`src/rtl/ac_codec_slave_if.sv`:
```
// Serial audio link between an acDriver-style master and the codec-side slave.
interface ac_codec_slave_if;
  logic audBclk;
  logic audAdcLrck;
  logic audAdcData;
  logic audDacLrck;
  logic audDacData;

  modport master (
    output audBclk, audAdcLrck, audDacLrck, audDacData,
    input  audAdcData
  );

  modport slave (
    input  audBclk, audAdcLrck, audDacLrck, audDacData,
    output audAdcData
  );
endinterface

```
`src/rtl/ac_codec_slave.sv`:
```
// Codec-side slave of the acDriver serial audio link: oversamples the master's
// bit/channel clocks, receives DAC words and transmits ADC words.
module ac_codec_slave #(
  parameter string       INTERFACE_TYPE = "LEFT-JUSTIFIED",
  parameter int unsigned DATA_WDT       = 32,
  parameter int unsigned SLOT_LEN       = 32,
  parameter int unsigned SYNC_STAGES    = 2
) (
  input  logic                clk,
  input  logic                reset,
  ac_codec_slave_if.slave     link,
  input  logic [DATA_WDT-1:0] txDataL,
  input  logic [DATA_WDT-1:0] txDataR,
  output logic                txReq,
  output logic [DATA_WDT-1:0] rxDataL,
  output logic [DATA_WDT-1:0] rxDataR,
  output logic                rxValid,
  output logic                frameErr
);

  localparam bit          IS_I2S   = (INTERFACE_TYPE == "I2S");
  localparam bit          IS_RJ    = (INTERFACE_TYPE == "RIGHT-JUSTIFIED");
  localparam int unsigned CNT_W    = $clog2(SLOT_LEN + 1);
  localparam int unsigned WIN_LO   = IS_RJ ? (SLOT_LEN - DATA_WDT) : (IS_I2S ? 32'd1 : 32'd0);
  localparam logic [CNT_W-1:0] WIN_LO_C = CNT_W'(WIN_LO);
  localparam logic [CNT_W-1:0] WDT_C    = CNT_W'(DATA_WDT);
  localparam logic [CNT_W-1:0] SLOT_C   = CNT_W'(SLOT_LEN);
  localparam logic [CNT_W-1:0] LAST_C   = CNT_W'(SLOT_LEN - 1);
  localparam logic             LEFT_LVL = IS_I2S ? 1'b0 : 1'b1;

  typedef enum logic [1:0] {
    RX_WAIT,
    RX_LEFT,
    RX_RIGHT
  } rxState_t;

  // Counter values below WIN_LO wrap to large offsets, so one compare covers both ends.
  function automatic logic inWindow(input logic [CNT_W-1:0] n);
    inWindow = (n - WIN_LO_C) < WDT_C;
  endfunction

  logic [SYNC_STAGES-1:0] bclkSync;
  logic [SYNC_STAGES-1:0] adcLrckSync;
  logic [SYNC_STAGES-1:0] dacLrckSync;
  logic [SYNC_STAGES-1:0] dacDataSync;
  logic                   bclkPrev;
  logic                   bclkS;
  logic                   adcLrckS;
  logic                   dacLrckS;
  logic                   dacDataS;
  logic                   riseStb;
  logic                   fallStb;

  // Input synchronizers and bit-clock edge detection
  always_ff @(posedge clk or negedge reset) begin
    if (!reset) begin
      bclkSync    <= '0;
      adcLrckSync <= '0;
      dacLrckSync <= '0;
      dacDataSync <= '0;
      bclkPrev    <= 1'b0;
    end else begin
      bclkSync    <= {bclkSync[SYNC_STAGES-2:0], link.audBclk};
      adcLrckSync <= {adcLrckSync[SYNC_STAGES-2:0], link.audAdcLrck};
      dacLrckSync <= {dacLrckSync[SYNC_STAGES-2:0], link.audDacLrck};
      dacDataSync <= {dacDataSync[SYNC_STAGES-2:0], link.audDacData};
      bclkPrev    <= bclkSync[SYNC_STAGES-1];
    end
  end

  assign bclkS    = bclkSync[SYNC_STAGES-1];
  assign adcLrckS = adcLrckSync[SYNC_STAGES-1];
  assign dacLrckS = dacLrckSync[SYNC_STAGES-1];
  assign dacDataS = dacDataSync[SYNC_STAGES-1];
  assign riseStb  = bclkS & ~bclkPrev;
  assign fallStb  = ~bclkS & bclkPrev;

  // ADC-side slot tracker; the first fallStb only learns the lrck level
  logic             adcKnown;
  logic             adcSynced;
  logic             adcLrckReg;
  logic [CNT_W-1:0] adcCnt;
  logic [CNT_W-1:0] adcCntNext;
  logic             adcEdge;
  logic             adcLeftEdge;
  logic             adcErr;

  always_comb begin
    adcEdge     = fallStb & adcKnown & (adcLrckS != adcLrckReg);
    adcLeftEdge = adcEdge & (adcLrckS == LEFT_LVL);
    adcErr      = adcEdge & adcSynced & (adcCnt != LAST_C);
    adcCntNext  = adcCnt;
    if (adcEdge)
      adcCntNext = '0;
    else if (adcCnt != SLOT_C)
      adcCntNext = adcCnt + CNT_W'(1);
  end

  always_ff @(posedge clk or negedge reset) begin
    if (!reset) begin
      adcKnown   <= 1'b0;
      adcSynced  <= 1'b0;
      adcLrckReg <= 1'b0;
      adcCnt     <= '0;
    end else if (fallStb) begin
      adcKnown   <= 1'b1;
      adcLrckReg <= adcLrckS;
      adcCnt     <= adcCntNext;
      if (adcEdge)
        adcSynced <= 1'b1;
    end
  end

  // DAC-side slot tracker
  logic             dacKnown;
  logic             dacSynced;
  logic             dacLrckReg;
  logic [CNT_W-1:0] dacCnt;
  logic [CNT_W-1:0] dacCntNext;
  logic             dacEdge;
  logic             dacLeftEdge;
  logic             dacErr;

  always_comb begin
    dacEdge     = fallStb & dacKnown & (dacLrckS != dacLrckReg);
    dacLeftEdge = dacEdge & (dacLrckS == LEFT_LVL);
    dacErr      = dacEdge & dacSynced & (dacCnt != LAST_C);
    dacCntNext  = dacCnt;
    if (dacEdge)
      dacCntNext = '0;
    else if (dacCnt != SLOT_C)
      dacCntNext = dacCnt + CNT_W'(1);
  end

  always_ff @(posedge clk or negedge reset) begin
    if (!reset) begin
      dacKnown   <= 1'b0;
      dacSynced  <= 1'b0;
      dacLrckReg <= 1'b0;
      dacCnt     <= '0;
    end else if (fallStb) begin
      dacKnown   <= 1'b1;
      dacLrckReg <= dacLrckS;
      dacCnt     <= dacCntNext;
      if (dacEdge)
        dacSynced <= 1'b1;
    end
  end

  // ADC transmit: the shift register is reloaded at each slot boundary
  logic [DATA_WDT-1:0] txSh;
  logic [DATA_WDT-1:0] txHoldR;
  logic [DATA_WDT-1:0] txWord;
  logic                adcDataQ;
  logic                adcDrive;

  always_comb begin
    txWord = txSh;
    if (adcEdge)
      txWord = adcLeftEdge ? txDataL : txHoldR;
    adcDrive = (adcSynced | adcEdge) & inWindow(adcCntNext);
  end

  always_ff @(posedge clk or negedge reset) begin
    if (!reset) begin
      txSh     <= '0;
      txHoldR  <= '0;
      adcDataQ <= 1'b0;
      txReq    <= 1'b0;
    end else begin
      txReq <= adcLeftEdge;
      if (adcLeftEdge)
        txHoldR <= txDataR;
      if (fallStb) begin
        if (adcDrive) begin
          adcDataQ <= txWord[DATA_WDT-1];
          txSh     <= txWord << 1;
        end else begin
          adcDataQ <= 1'b0;
          txSh     <= txWord;
        end
      end
    end
  end

  assign link.audAdcData = adcDataQ;

  // DAC receive shift registers, sampled on the master's rising edge
  logic [DATA_WDT-1:0] rxShL;
  logic [DATA_WDT-1:0] rxShR;

  always_ff @(posedge clk or negedge reset) begin
    if (!reset) begin
      rxShL <= '0;
      rxShR <= '0;
    end else if (riseStb && dacSynced && inWindow(dacCnt)) begin
      if (dacLrckReg == LEFT_LVL)
        rxShL <= {rxShL[DATA_WDT-2:0], dacDataS};
      else
        rxShR <= {rxShR[DATA_WDT-2:0], dacDataS};
    end
  end

  // Frame tracker: a word pair is published only after a clean left+right frame
  rxState_t rxState;
  rxState_t rxStateNext;
  logic     rxLoad;

  always_ff @(posedge clk or negedge reset) begin
    if (!reset)
      rxState <= RX_WAIT;
    else
      rxState <= rxStateNext;
  end

  always_comb begin
    rxStateNext = rxState;
    rxLoad      = 1'b0;
    if (dacEdge) begin
      if (dacLeftEdge) begin
        rxLoad      = (rxState == RX_RIGHT) && !dacErr;
        rxStateNext = RX_LEFT;
      end else begin
        rxStateNext = ((rxState == RX_LEFT) && !dacErr) ? RX_RIGHT : RX_WAIT;
      end
    end
  end

  always_ff @(posedge clk or negedge reset) begin
    if (!reset) begin
      rxDataL  <= '0;
      rxDataR  <= '0;
      rxValid  <= 1'b0;
      frameErr <= 1'b0;
    end else begin
      rxValid  <= rxLoad;
      frameErr <= adcErr | dacErr;
      if (rxLoad) begin
        rxDataL <= rxShL;
        rxDataR <= rxShR;
      end
    end
  end

endmodule

```
`src/flat_wrapper.sv`:
```
// flat-port wrapper written by rule: the top's interface ports become plain ports
module ac_codec_slave_flat 
#(
  parameter string       INTERFACE_TYPE = "              ",
  parameter int unsigned DATA_WDT       = 32,
  parameter int unsigned SLOT_LEN       = 32,
  parameter int unsigned SYNC_STAGES    = 2
)
  (clk, reset, txDataL, txDataR, txReq, rxDataL, rxDataR, rxValid, frameErr, link_audBclk, link_audAdcLrck, link_audDacLrck, link_audDacData, link_audAdcData);
  ac_codec_slave_if link_i ();
  input  logic clk;
  input  logic reset;
  input  logic [DATA_WDT-1:0] txDataL;
  input  logic [DATA_WDT-1:0] txDataR;
  output logic txReq;
  output logic [DATA_WDT-1:0] rxDataL;
  output logic [DATA_WDT-1:0] rxDataR;
  output logic rxValid;
  output logic frameErr;
  input wire logic [$bits(link_i.audBclk)-1:0] link_audBclk;
  input wire logic [$bits(link_i.audAdcLrck)-1:0] link_audAdcLrck;
  input wire logic [$bits(link_i.audDacLrck)-1:0] link_audDacLrck;
  input wire logic [$bits(link_i.audDacData)-1:0] link_audDacData;
  output wire logic [$bits(link_i.audAdcData)-1:0] link_audAdcData;
  assign link_i.audBclk = link_audBclk;
  assign link_i.audAdcLrck = link_audAdcLrck;
  assign link_i.audDacLrck = link_audDacLrck;
  assign link_i.audDacData = link_audDacData;
  assign link_audAdcData = link_i.audAdcData;
  ac_codec_slave #(.INTERFACE_TYPE(INTERFACE_TYPE), .DATA_WDT(DATA_WDT), .SLOT_LEN(SLOT_LEN), .SYNC_STAGES(SYNC_STAGES)) u_core (.clk(clk), .reset(reset), .link(link_i), .txDataL(txDataL), .txDataR(txDataR), .txReq(txReq), .rxDataL(rxDataL), .rxDataR(rxDataR), .rxValid(rxValid), .frameErr(frameErr));
endmodule
```
`config.mk`:
```
export PLATFORM = sky130hd
export DESIGN_NAME = ac_codec_slave_flat
export DESIGN_NICKNAME = d
export VERILOG_FILES = /design/src/rtl/ac_codec_slave_if.sv /design/src/rtl/ac_codec_slave.sv /design/src/flat_wrapper.sv
export SDC_FILE = /design/constraint.sdc
export NUM_CORES = 1
export LEC_CHECK = 0
export BUFFER_PORTS_ARGS = -buffer_cell sky130_fd_sc_hd__buf_4
export CORE_UTILIZATION = 50
export CTS_BUF_LIST = sky130_fd_sc_hd__clkbuf_4 sky130_fd_sc_hd__clkbuf_8
export DETAILED_ROUTE_END_ITERATION = 16
export PLACE_DENSITY = 0.82
export SLEW_MARGIN = 25
export SYNTH_ARGS = -nofsm -noshare
export SYNTH_HDL_FRONTEND = slang
export SYNTH_SLANG_ARGS = --single-unit
export TNS_END_PERCENT = 5
```
`constraint.sdc`:
```
create_clock -name clk -period 2.3 [get_ports clk]
set_clock_uncertainty 0.05 [all_clocks]
set_input_delay 0.115 -clock clk [delete_from_list [all_inputs] [get_ports clk]]
set_output_delay 0.115 -clock clk [all_outputs]
set_load 0.02 [all_outputs]
```
# After elaboration in Yosys (flattened, before gate mapping)
# Cells that the tools add are included.
# word_totals
romBits,0
input_bits,70
ff_bits,224
latch_bits,0
elab_cells,75
out_inout_bits,68
ramBits,0
memories,0
# classes
eq_ne,8
mul,0
shifts,0
n_bitwise,17
add_sub_neg,2
n_div,0
mux,12
reduce_logical,11
order_cmp,2
# ops
operator,count
two-way mux 32 bit,3
two-way mux 6 bit,4
"adder 6 x 1 -> 6 bit, second input constant",2
bitwise AND 1 bit,12
"< comparator 6 bit, second input constant",2
"!= test 6 x 5 -> 1 bit, second input constant",2
"!= test 6 bit, second input constant",2
AND reduction 2 bit,5
logical AND 1 bit,4
two-way mux 2 bit,2
two-way mux 1 bit,3
inverter 1 bit,3
"equality test 2 x 1 -> 1 bit, second input constant",1
"equality test 2 bit, second input constant",1
!= test 1 bit,2
OR 1 bit,2
nonzero test 2 bit,1
logical NOT 1 bit,1

# Depth between registers and ports, before layout
# depth
word_depth,10
mapped_depth,7
mapped_depth_nobuf,6

# Worst setup path after synthesis
# OpenSTA, ideal clock, no wires.
# synth_path
path_type,reg-to-reg
startpoint,reg u_core.dacCnt[1]
endpoint,reg u_core.rxDataL[15]
period_less_slack_ns,2.014
stages_incl_launch_ff,8
arrival_time_ns,1.839
setup_ns,0.125
slack_ns,0.286
t_required_ns,2.125
path_buffers,2
cell_sequence,dfrtp_1 ha_1 inv_1 o41a_1 nor3_4 buf_6 buf_12 mux2_4
# synth_between
elab_chain_cells,6
# synth_rtl
element,line_no,source
from (decl),ac_codec_slave.sv:118,logic [CNT_W-1:0] dacCnt;
from (signal assigned),ac_codec_slave.sv:144,dacCnt <= dacCntNext;
!= test 6 x 5 -> 1 bit,ac_codec_slave.sv:127,dacErr = dacEdge & dacSynced & (dacCnt != LAST_C);
bitwise AND 1 bit,ac_codec_slave.sv:127,
logical NOT 1 bit,ac_codec_slave.sv:221,rxLoad = (rxState == RX_RIGHT) && !dacErr;
logical AND 1 bit,ac_codec_slave.sv:221,
two-way mux 1 bit,ac_codec_slave.sv:220,if (dacLeftEdge) begin
two-way mux 1 bit,ac_codec_slave.sv:219,if (dacEdge) begin
to (signal assigned),ac_codec_slave.sv:239,rxDataL <= rxShL;
to (decl),ac_codec_slave.sv:15,"output logic [DATA_WDT-1:0] rxDataL,"
# No other way between the ends.
# A chain may end at the register's enable or synchronous reset.

# Worst setup path after layout
# layout_path
startpoint,reg u_core.dacCnt[1]
endpoint,reg u_core.rxDataR[30]
# layout_between
elab_chain_cells,6
# layout_rtl
element,line_no,source
!= test 6 x 5 -> 1 bit,ac_codec_slave.sv:127,
bitwise AND 1 bit,ac_codec_slave.sv:127,
logical NOT 1 bit,ac_codec_slave.sv:221,
logical AND 1 bit,ac_codec_slave.sv:221,
two-way mux 1 bit,ac_codec_slave.sv:220,
two-way mux 1 bit,ac_codec_slave.sv:219,
to (signal assigned),ac_codec_slave.sv:240,rxDataR <= rxShR;
to (decl),ac_codec_slave.sv:16,"output logic [DATA_WDT-1:0] rxDataR,"
# No other way between the ends.

==> flow_metrics.tcl <==
set metrics [dict create \
    dieHeight_um 138 \
    die_w_um 138 \
    ys_top_cells_by_area "dfrtp_1, mux2_2, mux2_4" \
    nFillCells 1237 \
    synth_area_leader_cell "dfrtp_1" \
    synth-compound-area-share_pct 8.65 \
    wl_per_cell_um 17.2 \
    grt_pass1_wl_um 32900 \
    via_per_inst 5.46 \
    grtUsageTotal_pct 22.0 \
    yosysWarnings 0 \
    fin_util_pct 66.9 \
    route.detailed.drc 0 \
    clockPowerShare_pct 37.9 \
    start_util_pct 51.1 \
    cp-end-kind "flop" \
    finalInstanceArea_mm2 0.0121 \
    io_buffer_count 137 \
    gr-total-overflow 0 \
    yosysUniqueCellTypes 49 \
    worstPathMaxFanout 27 \
    ys_seq_elements 224 \
    ys.flop_type "dfrtp_1" \
    vias 6388 \
    fin_cells 1170 \
    synth_edf_count 0 \
    r2r-end "u_core.rxDataR[30]$_DFFE_PN0P_" \
    rows 49 \
    hold_viol_final 0 \
    htree_levels 2 \
    drt_pre_antenna_iters 5 \
    dp.cells 1041 \
    arrival_ps 2480 \
    p_int_mw 7.34 \
    drtIter0Drc 328 \
    max_slew_margin_pct 57.4 \
    placed_area_mm2 0.0106 \
    ant_nets 0 \
    worst_slew_pin_slew_ps 639 \
    power_leakage_nw 5.92 \
    hpwl_um 11800 \
    endpoint "u_core.rxDataR[30]$_DFFE_PN0P_" \
    die_area_mm2 0.0190 \
    ir_drop_mv 0.585 \
    clock-sinks 224 \
    maxCapViolations 0 \
    avgSynthCellArea_um2 13.4 \
    p_comb_share_pct 12.7 \
    required_ps 2650 \
    netSwitchingPower_mw 2.46 \
    grt_max_degree 88 \
    r2r_start "u_core.dacCnt[1]$_DFFE_PN0P_" \
    r2r_slack_ps 170 \
    pre_cts_ws_ps 125 \
    finalNetCount 988 \
    critPathLaunch "u_core.dacCnt[1]$_DFFE_PN0P_" \
    drive_above_1_share_pct 39.4 \
    setup_ws_ps 171 \
    muxShareOfSynthArea_pct 18.2 \
    fmaxAchievable_mhz 470 \
    diodes 0 \
    yosys.area_share.xor_xnor_pct 0.571 \
    hold_class "in2reg" \
    yosys.area_share.adder_pct 0.543 \
    area_growth_pct 30.9 \
    grt_pass1_vias 6610 \
    clock_latency_ps 520 \
    synth_top_area_share_pct 60.9 \
    finalSetupTns_ps 0 \
    cp-start-kind "flop" \
    drv_slew 0 \
    cts-root-buf "clkbuf_8" \
    crit_type "reg2reg" \
    finalWirelength_um 20100 \
    finalSetupViolations 0 \
    synthCells 689 \
    clkTransAtPathRegs_ps 60 \
    cts_tree "built" \
    fin_crit_ps 2130 \
    reg2regPathDepth 7 \
    ys_seq_area_share_pct 60.9 \
    async_flop_share_pct 100 \
    boundaryPins 138 \
    synthSimpleGateAreaFrac_pct 7.87 \
    syn_nets 763 \
    grt_setup_unrepaired "no" \
    seq_power_share_pct 49.4 \
    clk_path_buf_depth 3 \
    timing.final.crit_share_pct 92.6 \
    synth_top_family_by_area "multiplexers" \
    status "finished clean" \
    swShare_pct 25.1 \
    grt_antenna_before_repair 0 \
    syn-cell-area_mm2 0.00921 \
    design.core.area_mm2 0.0180 \
    cts_buffers 38 \
    gp_congestion 0.768 \
    power.density_mw_per_mm2 814 \
]
==> power by group through the flow <==
stage               combinational (mW)  sequential [mW]  clock, mW
floorplan                        0.776             4.78          0
global placement                  1.10             4.87          0
global route                      1.38             4.90       4.00
finish                            1.25             4.84       3.72
CTS                               1.24             4.83       3.83
detailed placement                1.16             4.87          0
==> cells in the final DEF, fill, tap and decap left out, types with 6 or more instances in the layout <==
cell and n:
dfrtp_1 224, buf_4 155, mux2_2 82, nand2_1 78, dlygate4sd3_1 62, clkbuf_8 51
mux2_4 49, a21oi_1 38, nand3_1 36, a221o_1 31, o21ai_0 29, clkbuf_4 13
inv_1 9, nor2_1 9, buf_12 7, o21ai_1 6
==> routing by layer <==
layer / vias up / global-route usage (%) / part of all wire (%)
met2: 293 / 34.8 / 47
met4: 0 / 8.03 / 2.1
met3: 48 / 5.41 / 7.6
li1: 2924 / - / -
met1: 3123 / 29.4 / 43
met5: - / 0 / 0
==> synth_stat cells, types with 3 or more instances <==
cell type,count
nor3_1,3
nand2b_1,3
xnor2_1,3
buf_12,5
nand4_1,4
xor2_1,3
nand3_1,36
clkbuf_1,24
mux2_2,82
ha_1,4
o21ai_1,6
buf_2,7
inv_1,9
o21ai_0,29
a21oi_1,38
nand2_1,78
mux2_4,49
nor2_1,11
dfrtp_1,224
a221o_1,31
==> what timing repair did <==
action / CTS / global route
hold buffers: 62 / 0
resized for setup: 0 / 1
hold endpoints to repair: 169 / 0
buffers inserted: 0 / 0
setup endpoints to repair: 0 / 11
==> area by class of cell <==
cell class                 count  area (um^2)  share of cell area [%]
clock inverter                 3         22.5                   0.187
tap                          229          287                    2.38
multi-input combinational    414         3330                    27.7
inverter                      10         37.5                   0.311
clock buffer                  64          800                    6.63
sequential                   224         5610                    46.5
timing repair buffer         226         1970                    16.3
==> through the flow <==
| step | power, mW | hold slack [ps] |
|---|---|---|
| 3_5_place_dp | 6.03 | 114 |
| 2_1_floorplan | 5.56 | -231 |
| 4_1_cts | 9.90 | 2.40 |
| 3_3_place_gp | 5.97 | 110 |
| 6_report | 9.80 | 54.3 |
| 5_1_grt | 10.3 | 37.9 |
==> flip-flops by register name, indices dropped and copies added (netlist names), 6 cells and up <==
signal and count:
u_core.rxDataR 32, u_core.rxShR 32, u_core.txSh 32, u_core.adcCnt 6, u_core.dacCnt 6, u_core.rxDataL 32
u_core.rxShL 32, u_core.txHoldR 32
==> cell families (layout without fill, tap and decap cells) <==
logic type / after synthesis / count (layout)
buffers and inverters: 51 / 303
XOR/XNOR: 6 / 6
flip-flops: 224 / 224
AO/OA/AOI/OAI: 118 / 118
AND/OR/NAND/NOR: 153 / 153
multiplexers: 133 / 133
adder cells (fa/ha/maj): 4 / 4
==> worst max-delay path: stages (launching register included) <==
cell and delay (ps):
dfrtp_1 390, ha_1 200, inv_1 60, o41a_1 430, nor3_4 170, buf_12 160, buf_16 210, mux2_4 320
==> worst min-delay path by stage <==
stage / cells after the start / to / slack [ps] / startpoint
final: 4 / u_core.txSh[16]$_DFFE_PN0N_ / 50 / txDataL[15]
after global routing: 4 / u_core.txSh[16]$_DFFE_PN0N_ / 40 / txDataL[15]
after CTS: 4 / u_core.txSh[16]$_DFFE_PN0N_ / 2 / txDataL[15]
after detailed placement: 1 / u_core.rxDataL[15]$_DFFE_PN0P_ / 110 / reset
after global placement: 1 / u_core.rxDataL[15]$_DFFE_PN0P_ / 110 / reset
after floorplan: 0 / u_core.adcCnt[0]$_DFFE_PN0P_ / -230 / reset
(Power assumes the default switching activity.)
